--- config.mk ---
export PLATFORM = sky130hd
export DESIGN_NAME = imem_access_arbiter
export DESIGN_NICKNAME = d
export VERILOG_FILES = /design/src/rtl/imem_pkg.sv /design/src/rtl/imem_addr_check.sv /design/src/rtl/imem_access_arbiter.sv
export SDC_FILE = /design/constraint.sdc
export NUM_CORES = 1
export LEC_CHECK = 0
export CORE_AREA = 2 2 96 98
export DETAILED_ROUTE_END_ITERATION = 10
export DIE_AREA = 0 0 98 100
export DONT_BUFFER_PORTS = 1
export PLACE_DENSITY_LB_ADDON = 0.08
export SYNTH_ARGS = -nofsm -noshare
export SYNTH_HDL_FRONTEND = slang
export SYNTH_SLANG_ARGS = --single-unit
--- constraint.sdc ---
create_clock -name clk -period 2.92 [get_ports clk]
set_input_delay 0.584 -clock clk [delete_from_list [all_inputs] [get_ports clk]]
set_output_delay 0.584 -clock clk [all_outputs]
set_load 0.005 [all_outputs]
--- src/rtl/imem_pkg.sv ---
// Shared types and defaults for the instruction-memory access arbiter.
package imem_pkg;

  localparam int IMEM_WORDS = 1024;

  typedef enum logic [1:0] {
    ST_RUN    = 2'd0,
    ST_DRAIN  = 2'd1,
    ST_LOCKED = 2'd2
  } arb_state_t;

  typedef enum logic {
    REQ_F = 1'b0,
    REQ_L = 1'b1
  } req_id_t;

endpackage

--- src/rtl/imem_addr_check.sv ---
// Combinational byte-address check: flags misaligned or out-of-range word addresses.
module imem_addr_check
  import imem_pkg::*;
#(
  parameter int DEPTH = IMEM_WORDS
) (
  input  logic [31:0] i_addr,
  output logic        o_err
);

  logic w_misaligned;
  logic w_out_of_range;

  assign w_misaligned   = (i_addr[1:0] != 2'b00);
  assign w_out_of_range = ({2'b00, i_addr[31:2]} >= 32'(DEPTH));
  assign o_err          = w_misaligned || w_out_of_range;

endmodule

--- src/rtl/imem_access_arbiter.sv ---
// Arbitrates a single-port synchronous instruction memory between the fetch
// port (F, read-only) and the loader port (L, read/write).
// Optional performance counters are enabled with the IMEM_ARB_PERF_EN macro.
//
//   state     | meaning
//   ----------+---------------------------------------------------------
//   ST_RUN    | round-robin between F and L
//   ST_DRAIN  | lock requested while a response was in flight; no grants
//   ST_LOCKED | L has exclusive access, F is held off
//
// Response data is steered straight from mem_rdata, which is the memory's own
// output register, so the response lands one cycle after acceptance.
module imem_access_arbiter
  import imem_pkg::*;
#(
  parameter int DEPTH = IMEM_WORDS,
  parameter int AW    = 10
) (
  input  logic          clk,
  input  logic          rst,
  input  logic          f_req_valid,
  output logic          f_req_ready,
  input  logic [31:0]   f_req_addr,
  output logic          f_rsp_valid,
  output logic [31:0]   f_rsp_data,
  output logic          f_rsp_err,
  input  logic          l_req_valid,
  output logic          l_req_ready,
  input  logic          l_req_we,
  input  logic [31:0]   l_req_addr,
  input  logic [31:0]   l_req_wdata,
  input  logic          l_lock,
  output logic          l_locked,
  output logic          l_rsp_valid,
  output logic [31:0]   l_rsp_data,
  output logic          l_rsp_err,
  output logic          mem_en,
  output logic          mem_we,
  output logic [AW-1:0] mem_addr,
  output logic [31:0]   mem_wdata,
  input  logic [31:0]   mem_rdata
`ifdef IMEM_ARB_PERF_EN
  ,
  output logic [31:0]   perf_fetch_cnt,
  output logic [31:0]   perf_stall_cnt
`endif
);

  arb_state_t r_state;
  req_id_t    r_last_grant;
  logic       r_l_locked;

  logic r_f_rsp_valid;
  logic r_f_rsp_err;
  logic r_f_rd_ok;
  logic r_l_rsp_valid;
  logic r_l_rsp_err;
  logic r_l_rd_ok;

  logic w_f_err;
  logic w_l_err;
  logic w_run_open;
  logic w_f_ready;
  logic w_l_ready;
  logic w_f_grant;
  logic w_l_grant;
  logic w_outstanding;

  imem_addr_check #(.DEPTH(DEPTH)) u_f_chk (
    .i_addr (f_req_addr),
    .o_err  (w_f_err)
  );

  imem_addr_check #(.DEPTH(DEPTH)) u_l_chk (
    .i_addr (l_req_addr),
    .o_err  (w_l_err)
  );

  // Ready depends only on state, last grant and the other port's valid.
  assign w_run_open = (r_state == ST_RUN) && !l_lock;
  assign w_f_ready  = w_run_open && (!l_req_valid || (r_last_grant == REQ_L));
  assign w_l_ready  = (r_state == ST_LOCKED) ||
                      (w_run_open && (!f_req_valid || (r_last_grant == REQ_F)));
  assign w_f_grant  = f_req_valid && w_f_ready;
  assign w_l_grant  = l_req_valid && w_l_ready;

  assign w_outstanding = r_f_rsp_valid || r_l_rsp_valid;

  // Erroring requests are accepted but never reach the memory.
  assign mem_en    = (w_f_grant && !w_f_err) || (w_l_grant && !w_l_err);
  assign mem_we    = w_l_grant && !w_l_err && l_req_we;
  assign mem_addr  = w_f_grant ? f_req_addr[AW+1:2] :
                     (w_l_grant ? l_req_addr[AW+1:2] : '0);
  assign mem_wdata = mem_we ? l_req_wdata : 32'h0;

  assign f_req_ready = w_f_ready;
  assign l_req_ready = w_l_ready;
  assign l_locked    = r_l_locked;

  assign f_rsp_valid = r_f_rsp_valid;
  assign f_rsp_err   = r_f_rsp_err;
  assign f_rsp_data  = r_f_rd_ok ? mem_rdata : 32'h0;
  assign l_rsp_valid = r_l_rsp_valid;
  assign l_rsp_err   = r_l_rsp_err;
  assign l_rsp_data  = r_l_rd_ok ? mem_rdata : 32'h0;

  // Arbitration FSM: state, round-robin pointer and the registered lock flag.
  always_ff @(posedge clk or posedge rst) begin
    if (rst) begin
      r_state      <= ST_RUN;
      r_last_grant <= REQ_L;
      r_l_locked   <= 1'b0;
    end else begin
      case (r_state)
        ST_RUN: begin
          if (l_lock) begin
            if (w_outstanding) begin
              r_state <= ST_DRAIN;
            end else begin
              r_state    <= ST_LOCKED;
              r_l_locked <= 1'b1;
            end
          end else if (w_f_grant) begin
            r_last_grant <= REQ_F;
          end else if (w_l_grant) begin
            r_last_grant <= REQ_L;
          end
        end
        ST_DRAIN: begin
          r_state    <= ST_LOCKED;
          r_l_locked <= 1'b1;
        end
        ST_LOCKED: begin
          // Leaving with last_grant=L lets F win the first contention.
          if (!l_lock) begin
            r_state      <= ST_RUN;
            r_l_locked   <= 1'b0;
            r_last_grant <= REQ_L;
          end else if (w_l_grant) begin
            r_last_grant <= REQ_L;
          end
        end
        default: begin
          r_state    <= ST_RUN;
          r_l_locked <= 1'b0;
        end
      endcase
    end
  end

  // Response flags for the request granted this cycle; reset drops anything in flight.
  always_ff @(posedge clk or posedge rst) begin
    if (rst) begin
      r_f_rsp_valid <= 1'b0;
      r_f_rsp_err   <= 1'b0;
      r_f_rd_ok     <= 1'b0;
      r_l_rsp_valid <= 1'b0;
      r_l_rsp_err   <= 1'b0;
      r_l_rd_ok     <= 1'b0;
    end else begin
      r_f_rsp_valid <= w_f_grant;
      r_f_rsp_err   <= w_f_grant && w_f_err;
      r_f_rd_ok     <= w_f_grant && !w_f_err;
      r_l_rsp_valid <= w_l_grant;
      r_l_rsp_err   <= w_l_grant && w_l_err;
      r_l_rd_ok     <= w_l_grant && !w_l_err && !l_req_we;
    end
  end

`ifdef IMEM_ARB_PERF_EN
  logic [31:0] r_perf_fetch;
  logic [31:0] r_perf_stall;

  // Free-running wrap-around counters of F grants and F stall cycles.
  always_ff @(posedge clk or posedge rst) begin
    if (rst) begin
      r_perf_fetch <= 32'h0;
      r_perf_stall <= 32'h0;
    end else begin
      if (w_f_grant) begin
        r_perf_fetch <= r_perf_fetch + 32'd1;
      end
      if (f_req_valid && !w_f_ready) begin
        r_perf_stall <= r_perf_stall + 32'd1;
      end
    end
  end

  assign perf_fetch_cnt = r_perf_fetch;
  assign perf_stall_cnt = r_perf_stall;
`endif

endmodule

==> impl_metrics.ini <==
[outcome]
outcome = completed

[clock_network]
cts_hold_buf = 0
clkTransAtPathRegs_ps = 50
cts_tree = built
clkLatencyLatePin_ps = 240
cts_root_buffer = clkbuf_8
cts.path.max_buffers = 2
cts_num_sinks = 10
post_cts_resized = 0
numCtsBuffers = 3
post_cts_buffers = 0
htreeDepth = 1

[yosys]
synth_seq_cells = 10
yosysUniqueCellTypes = 27
synth_top_cell_area_share = 0.288
synth_compound_area_frac = 0.120
muxShareOfSynthArea = 0.00710
syn_inst = 218
synth_top_area_cell = and2_1
synthAdderAreaFrac = 0
syn_avg_cell_area_um2 = 6.47
yosys.area_share.simple = 0.609
ys_seq_area_frac = 0.178
synth_top_family_by_area = simple AND/OR/NAND/NOR gates
syn-cell-area_um2 = 1410
yosys.area_share.xor_xnor = 0
synth_warnings = 0
synthesis.nets = 352
netlist_top_cells_area = and2_1 (29%), dfrtp_1 (16%), nand3_1 (11%)

[detailed_routing]
drtAntennaViolNets = 0
wirelength_um = 5470
drc = 0
vias_per_cell = 4.96
wl_per_cell_um = 17.3
drt_first_pass_iters = 4
drtIter0Drc = 53
route.vias.total = 1563

[worst_setup_path]
cp_data_arrival_time_ps = 2070
setup.worst_path.start_class = flop
r2r-end = f_rsp_err
crit_type = reg2out
r2r_slack_ps = 1090
end_kind = output port
required_ps = 2340
crit_start = r_state[0]
r2r-start = r_state[0]
r2r_cells = 4
crit_fanout = 12

[timing]
finalHoldViolations = 0
setup_tns_ps = 0
maxSlewViolCount = 0
worst_slack_ps = 262
rsz0062_at_grt = false
period_minus_slack_ps = 2660
maxSlewHeadroom = 0.398
setup_viol = 0
period_share = 0.910
fin_worst_skew_ps = 4.73
worst_pin_slew_ps = 900
holdWs_ps = 218
timing.fmax_mhz = 376

[place]
portBuffers = 0
dpl.hpwl_um = 4620
dp.cells = 311
dp_slack_ps = 295
place_congestion = 0.720

[die]
start_util = 0.159
fp-row-count = 35
io_pins = 249
coreArea_um2 = 8890
die_x_um = 98
die_area_um2 = 9800
die_h_um = 100

[layout]
utilization = 0.173
area_growth_syn_to_layout_pct = 8.96
layout_common_cells = and2_1 (65), nor2_1 (38), nand3_1 (32)
final_common_cell = and2_1
nFillCells = 1007
n_antenna_cell = 0
finalNonFillerCells = 315
drive_gt1_frac = 0.0539
nNetsFinal = 339

[pwr]
power_per_cell_area_nw_per_um2 = 322
vdd_drop_max_mv = 0.112
cellLeakagePower_nw = 0.522

[global_route]
grt_pass1_wl_um = 7210
grt_antenna_before_repair = 0
grt-ovfl-total = 0
grt_pass1_vias = 1363
gr-usage-all-layers = 0.0945
grt_start_max_net_pins = 43

[run]
max_cap_viol_count = 0

[min_path]
hold_class = in2async
[routing by layer]
metal	global-route usage	up-vias	wire length (µm)
met2	0.202	153	3110
met3	0.0202	5	640
li1	-	702	-
met4	0.0288	0	57
met5	0	-	0
met1	0.0873	703	1660
[cell families (layout without fill, tap and decap cells)]
group | count (synthesis) | count (layout)
compound gates | 23 | 23
buf+inv | 24 | 10
flops | 10 | 10
mux | 1 | 1
simple gates | 160 | 160
[flip-flops by register name, indices dropped and copies added (netlist names)]
| register | count |
|---|---|
| r_state | 2 |
| f_rsp_err | 1 |
| f_rsp_valid | 1 |
| l_locked | 1 |
| l_rsp_err | 1 |
| l_rsp_valid | 1 |
| r_f_rd_ok | 1 |
| r_l_rd_ok | 1 |
| r_last_grant | 1 |
[report_power, final]
part | internal, mW | leakage (nW) | switching [mW]
sequential | 0.161 | 0.128 | 0.0208
clock | 0.119 | 0.0288 | 0.0548
combinational | 0.0561 | 0.365 | 0.0834
total | 0.336 | 0.522 | 0.159
[Yosys cell counts, drive strengths merged]
master / number
and2: 65
a21oi: 4
a22o: 10
a41oi: 1
dfrtp: 9
a21boi: 1
clkbuf: 12
mux2i: 1
a2111oi: 1
nand2: 4
o22ai: 1
nor4: 11
nor2: 40
o21a: 1
nand4: 2
nor2b: 3
or2: 1
nand3: 32
inv: 4
a21o: 1
or4: 2
buf: 8
dfstp: 1
o21ai: 3
[layout make-up]
class / instances / area [µm²] / area share
flip-flops and latches: 10 / 251 / 0.164
inverters: 4 / 15.0 / 0.00977
multi-input cells: 184 / 1050 / 0.682
well taps: 111 / 139 / 0.0904
clock buffers: 4 / 55.1 / 0.0358
repair buffers: 2 / 27.5 / 0.0179
[worst max path at each step]
stage	depth (start not counted)	to	slack (ps)
after detailed placement	5	mem_wdata[26]	290
after floorplan	5	mem_wdata[10]	420
after global routing	4	mem_addr[7]	110
after CTS	4	mem_addr[7]	250
after global placement	5	mem_wdata[5]	260
final	4	mem_addr[8]	260
[critical path, stage by stage (launching register included)]
cell	delay (ps)
dfrtp_1	470
nor2_1	160
o21ai_0	180
nor2_1	730
a22o_1	300
[metrics by stage]
step	instance area (µm²)	total power [mW]
finish	1540	0.495
global placement	1480	0.330
detailed placement	1480	0.328
global route	1540	0.532
floorplan	1410	0.289
CTS	1540	0.505
(Power assumes the default switching activity.)
